File: src/rtl/stream_mux_rr.sv
// N_CH-to-1 valid/ready stream mux with fixed-select or round-robin arbitration
// feeding a one-entry output register that also reports each beat's source channel.
module stream_mux_rr #(
  parameter int N_CH  = 4,
  parameter int WIDTH = 8,
  parameter int SEL_W = $clog2(N_CH)
) (
  input  logic                  clk_i,
  input  logic                  rst_i,
  input  logic                  mode_i,
  input  logic [SEL_W-1:0]      sel_i,
  input  logic [N_CH*WIDTH-1:0] data_i,
  input  logic [N_CH-1:0]       valid_i,
  output logic [N_CH-1:0]       ready_o,
  output logic [WIDTH-1:0]      data_o,
  output logic                  valid_o,
  input  logic                  ready_i,
  output logic [SEL_W-1:0]      ch_o
);

  logic [WIDTH-1:0] data_q, data_d;
  logic [SEL_W-1:0] ch_q, ch_d;
  logic             valid_q, valid_d;
  logic [SEL_W-1:0] last_q, last_d;

  logic [SEL_W-1:0] grant;
  logic             grantValid;
  logic             canAccept;
  logic             inXfer;
  int               idx;

  // Grant selection: fixed index in mode 0, first valid channel after last in mode 1.
  always_comb begin
    grant      = '0;
    grantValid = 1'b0;
    idx        = 0;
    if (!mode_i) begin
      if (int'(sel_i) < N_CH) begin
        grant      = sel_i;
        grantValid = valid_i[sel_i];
      end
    end else begin
      for (int i = 1; i <= N_CH; i++) begin
        idx = (int'(last_q) + i) % N_CH;
        if (!grantValid && valid_i[idx]) begin
          grant      = SEL_W'(idx);
          grantValid = 1'b1;
        end
      end
    end
  end

  // No handshake is offered while reset is held, since the register is being cleared.
  assign canAccept = !rst_i && (!valid_q || ready_i);
  assign inXfer    = canAccept && grantValid;

  always_comb begin
    ready_o = '0;
    for (int k = 0; k < N_CH; k++) begin
      ready_o[k] = inXfer && (int'(grant) == k);
    end
  end

  always_comb begin
    data_d  = data_q;
    ch_d    = ch_q;
    valid_d = valid_q;
    last_d  = last_q;
    if (inXfer) begin
      data_d  = data_i[int'(grant)*WIDTH +: WIDTH];
      ch_d    = grant;
      valid_d = 1'b1;
      if (mode_i) begin
        last_d = grant;
      end
    end else if (ready_i) begin
      valid_d = 1'b0;
    end
  end

  always_ff @(posedge clk_i) begin
    if (rst_i) begin
      data_q  <= '0;
      ch_q    <= '0;
      valid_q <= 1'b0;
      last_q  <= SEL_W'(N_CH - 1);
    end else begin
      data_q  <= data_d;
      ch_q    <= ch_d;
      valid_q <= valid_d;
      last_q  <= last_d;
    end
  end

  assign data_o  = data_q;
  assign ch_o    = ch_q;
  assign valid_o = valid_q;

endmodule
File: config.mk
export PLATFORM = sky130hd
export DESIGN_NAME = stream_mux_rr
export DESIGN_NICKNAME = d
export VERILOG_FILES = /design/src/rtl/stream_mux_rr.sv
export SDC_FILE = /design/constraint.sdc
export NUM_CORES = 1
export LEC_CHECK = 0
export CAP_MARGIN = 20
export CORE_ASPECT_RATIO = 1.1
export CORE_MARGIN = 2
export CORE_UTILIZATION = 60
export CTS_CLUSTER_SIZE = 10
export DETAILED_ROUTE_END_ITERATION = 8
export DONT_BUFFER_PORTS = 1
export PLACE_DENSITY = 0.76
export SLEW_MARGIN = 20
export SYNTH_ARGS = -nofsm -noshare
export SYNTH_HDL_FRONTEND = slang
export SYNTH_SLANG_ARGS = --single-unit
File: constraint.sdc
create_clock -name clk_i -period 4.18 [get_ports clk_i]
set_input_delay 1.045 -clock clk_i [delete_from_list [all_inputs] [get_ports clk_i]]
set_output_delay 1.045 -clock clk_i [all_outputs]
set_load 0.05 [all_outputs]
-- Word level (Yosys, flattened, before mapping)
Cells that the tools add are included.
- logic and storage cells: 72
- flip-flop bits (word level): 13
- output and inout bits: 15
- $lt $le $gt $ge: 5
- equal/unequal tests: 3
- mux-type cells: 29
- $add $sub $neg: 4
- bitwise operators: 4
- reduce and logical (&&, ||, !) cells: 22
- shift-type cells: 1
- operator list (cell ; number):
    32-bit by 6-bit variable part select with 8-bit output ; 1
    1-bit two-way mux ; 19
    3-bit by 4-bit less-than comparator with 1-bit output (second input constant) ; 4
    1-bit binary-select mux with 2-bit select ; 5
    2-bit two-way mux ; 5
    1-bit logical AND ; 9
    2-bit OR reduction ; 4
    1-bit logical NOT ; 5
    2-bit by 1-bit adder with 2-bit output (second input constant) ; 2
    2-bit adder (second input constant) ; 2
    1-bit AND (first input constant) ; 4
    2-bit == test (second input constant) ; 2
    2-bit by 3-bit less-than comparator with 1-bit output (second input constant) ; 1
    2-bit by 1-bit == test with 1-bit output (second input constant) ; 1
    2-bit logical NOT ; 1
    2-bit AND reduction ; 1
    2-bit nonzero test ; 1
    1-bit logical OR ; 1

-- Depth between registers and ports, before layout
Gate-level depths: netlist of run 1.
- word-level depth: 22
- mapped depth: 6
- mapped depth without buffers: 5

-- Worst setup path after synthesis of run 1
OpenSTA, ideal clock, no wires.
- path type: input port to output port
- from: input port sel_i[1]
- to: output port ready_o[0]
- setup slack: -0.017 ns
- stages on the path: 6
- required time: 3.135 ns
- arrival: 3.152 ns
- path through: mux4_1 > nand2b_1 > a211o_1 > buf_2 > buf_1 > nor3_1
- cells in the longest elaborated chain, start to end: 5
- elaborated cells on any way between the ends: 7
- those cells by class: mux: 4; reduce/logical: 3
- RTL lines (what ; line ; RTL):
    start, declared ; 11 ; input logic [SEL_W-1:0] sel_i,
    1-bit binary-select mux with 2-bit select ; 40 ; grantValid = valid_i[sel_i];
    1-bit two-way mux (implied by the code) ; 40 ;
    1-bit two-way mux ; 37 ; if (!mode_i) begin
    1-bit logical AND ; 55 ; assign inXfer = canAccept && grantValid;
    1-bit logical AND * ; 60 ; ready_o[k] = inXfer && (int'(grant) == k);
    end, declared ; 14 ; output logic [N_CH-1:0] ready_o,
Every way passes the cells marked *; elsewhere a longest branch is shown, timed or not. The select of a mux whose other input is x is not followed.

-- Worst setup path after layout of run 1
- from: input port valid_i[1]
- to: output port ready_o[3]
- cells in the longest elaborated chain, start to end: 19
- elaborated cells on any way between the ends: 36
- those cells by class: eq/ne: 1; mux: 27; reduce/logical: 8
- RTL lines (what ; line ; RTL):
    start, declared ; 13 ; input logic [N_CH-1:0] valid_i,
    1-bit binary-select mux with 2-bit select ; 45 ; if (!grantValid && valid_i[idx]) begin
    1-bit two-way mux (implied by the code) (2 in series) ; 45 ;
    1-bit two-way mux ; 45 ;
    1-bit two-way mux ; 37 ;
    1-bit logical NOT ; 45 ;
    1-bit logical AND ; 45 ;
    1-bit two-way mux ; 45 ;
    1-bit two-way mux ; 37 ;
    [... 2 more ...] ; -- ;
    1-bit two-way mux ; 45 ;
    1-bit two-way mux ; 37 ;
    1-bit logical NOT ; 45 ;
    1-bit logical AND ; 45 ;
    2-bit two-way mux or 1-bit two-way mux (tied branches) ; 45 ;
    2-bit two-way mux or 1-bit two-way mux (tied branches) ; 37 ;
    2-bit by 1-bit == test with 1-bit output or 1-bit logical AND (tied branches) ; 60, 55 ;
    1-bit logical AND * ; 60 ;
Marked as above.

==> results of run 1 <==
==> state kept, by name, indices dropped and copies added, names as in the netlist <==
name     count
last_q       2
data_o       8
valid_o      1
ch_o         2
==> cell usage in the layout (no fill, tap or decap) <==
master     instances
dfxtp_1           13
nand2b_1          12
nor2_1            10
mux2i_1           10
inv_1              8
a211oi_1           8
a2111oi_0          8
a221oi_1           8
buf_4              5
nor2b_1            3
nor3_1             3
clkbuf_4           3
or2b_1             2
a21bo_2            1
a21o_1             1
o21ai_0            1
a41o_1             1
or2_4              1
nor3b_1            1
a311oi_4           1
a21o_4             1
o41ai_1            1
mux4_1             1
a211o_1            1
a41oi_1            1
and4_1             1
o21bai_1           1
a21o_2             1
a21oi_1            1
a31oi_1            1
or2_2              1
clkbuf_1           1
==> final cells by class <==
type	count	share of cell area (%)
inverter	8	2.938
timing repair buffer	5	3.672
multi-input combinational	82	63.28
clock buffer	4	2.570
tap	17	2.081
sequential	13	25.46
==> cells by family (layout without fill, tap and decap cells) <==
group                  after synthesis  after routing  synth area share, %
flip-flops                          13             13                26.33
AO/OA/AOI/OAI                       37             37                33.17
multiplexers                        11             11                12.79
AND/OR/NAND/NOR                     34             34                19.49
buffers and inverters               15             17                8.228
==> synth_stat cells <==
cell / instances / area share (%)
a2111oi_0: 8 / 7.1
a211o_1: 1 / 0.89
a211oi_1: 8 / 6.1
a21bo_2: 1 / 1.0
a21o_1: 1 / 0.76
a21o_2: 1 / 0.89
a21o_4: 1 / 1.5
a21oi_1: 1 / 0.51
a221oi_1: 8 / 7.1
a311oi_4: 1 / 2.7
a31oi_1: 1 / 0.63
a41o_1: 1 / 1.0
a41oi_1: 1 / 0.89
and4_1: 1 / 0.89
buf_1: 2 / 0.76
buf_12: 1 / 2.0
buf_2: 1 / 0.51
buf_6: 1 / 1.1
clkbuf_1: 2 / 0.76
dfxtp_1: 13 / 26
inv_1: 8 / 3.0
mux2i_1: 10 / 10
mux4_1: 1 / 2.7
nand2b_1: 12 / 7.6
nor2_1: 10 / 3.8
nor2b_1: 3 / 1.9
nor3_1: 3 / 1.5
nor3b_1: 1 / 0.76
o21ai_0: 1 / 0.51
o21bai_1: 1 / 0.76
o41ai_1: 1 / 0.89
or2_2: 1 / 0.63
or2_4: 1 / 0.89
or2b_1: 2 / 1.5
==> per-layer routing <==
metal	vias to the layer above	global-route usage, %	wire [um]
li1	433	-	-
met3	2	6.275	200
met4	0	10.63	25
met1	408	26.65	959
met5	-	0	0
met2	45	40.30	1137
==> where the power goes <==
group          internal [mW]  switching [mW]
Sequential             0.140          0.0604
Combinational         0.0395          0.0467
Clock                 0.0369          0.0397
==> worst paths after layout <==
kind	start	endpoint	cells past startpoint
hold / removal	last_q[0]	last_q[0]	2
setup reg to reg	valid_o	data_o[0]	5
setup / recovery	valid_i[1]	ready_o[3]	6
hold reg to reg	last_q[0]	last_q[0]	2
==> stage by stage <==
stage / power, mW / util (%) / std cells
after floorplan: 0.2807 / - / 110
after global placement: 0.2866 / 63.94 / 125
after detailed placement: 0.2899 / 63.94 / 125
after CTS: 0.3655 / 65.62 / 129
after global routing: 0.3814 / 65.62 / 129
final: 0.3628 / 65.62 / 129
==> worst reg2reg max path, cell delays in order (launching register included) <==
cell and delay, ps:
dfxtp_1 480, nor2b_1 250, a211o_1 370, buf_4 240
a2111oi_0 450, a221oi_1 90
==> summary.txt, run 1 <==
status: finished clean
CTS Hold Bufs: 0
setup TNS: 0 ps
DRC viols: 0
area delta synth->final: 3.418%
CTS max path bufs: 2
startpoint types: input port
H-tree Lvls: 1
register area share after synthesis: 26.33%
Pins Over Slew Limit: 0
Max VDD drop: 0.2345 mV
crit end category: output pin
number of vias per cell: 6.884
Arrival @ worst endpoint: 2570 ps
crit-path cells: or2_4 > a311oi_4 > a21o_4 > nand2b_1 > nor2_1 > buf_4
Highest Clock Rate: 277.0 MHz
I/O pins: 57
sequential cell area: 260.3 um^2
Fillers: 143
Chip Height: 46.57 um
Crit path max-delay family: compound AO/OA/AOI/OAI gates
RePlAce Congestion: 0.7270
worst hold-check path type: reg2reg
Mapped Nets: 152
largest net degree at the start of global routing: 21
initial antenna violation count: 0
total congestion overflow: 0
Max FO, Critical Path: 20
core area: 1558 um^2
Hold WS: 556.9 ps
Worst-Skew Late Latency: 270 ps
TritonCTS Buffers: 3
Max-cap violations: 0
YS warnings: 0
CTS tree: done
die area: 1989 um^2
CP max-delay cell: a311oi_4
DP Worst Slack: 583.2 ps
post-DR wirelength/cell: 18.01 um
final worst slack: 569.4 ps
multi-input logic area: 646.9 um^2
post-cts resize count: 0
Mapped Cells: 110
Global Route Usage Sum: 23.17%
Via Count: 888
Post-CTS Setup Bufs: 0
Clock Skews: 7.722 ps
Worst R2R Setup Slack: 2140 ps
Worst-path clk slew: 80 ps
Slew Limit Headroom: 58.48%
DRT iter0 DRCs: 21
drt pass-1 iters: 4
Tcrit/Tclk final: 86.38%
Fin. Hold Viols: 0
initial core utilization: 63.45%
Tmin final: 3611 ps
CTS Root Cell: clkbuf_4
Final ANT Viol Nets: 0
Port-buffer cells: 0
Yosys cell types: 34
kind of critical path: in2out
layout cell share with drive strength beyond 1: 12.50%
Lkg Pwr: 0.3974 nW
Avg Cell Area, Syn: 8.986 um^2
first-pass GRT wire length: 3.415 mm
worst slew pin tran: 621.5 ps
Row Count: 15
RSZ-0062 raised after global routing: false
Routed Wire Length: 2.323 mm
Placed Area: 996.0 um^2
cell area after layout: 1022 um^2
Nets: 155
WP data required: 3130 ps
Buf+Inv Stages, Crit Path: 1
CP max stage delay: 490 ps
Post-DP HPWL: 1.788 mm
Final Setup Violations: 0
Die X: 42.70 um
Mapped Area: 988.4 um^2
vias in the first global route: 816
CTS Sinks: 13
Ant. Diodes: 0
P per Cell Area: 354.9 nW/um^2
number of synthesized register bits: 13
Power figures use the tool's default switching activity.
==> run 2: changes to the inputs <==
--- a/config.mk
+++ b/config.mk
@@ -13,7 +13,7 @@
 export DETAILED_ROUTE_END_ITERATION = 8
 export DONT_BUFFER_PORTS = 1
 export PLACE_DENSITY = 0.76
-export SLEW_MARGIN = 20
+export SLEW_MARGIN = 15
 export SYNTH_ARGS = -nofsm -noshare
 export SYNTH_HDL_FRONTEND = slang
 export SYNTH_SLANG_ARGS = --single-unit
==> results of run 2 <==
Final layout, timing and power as in run 1 (identical DEF).
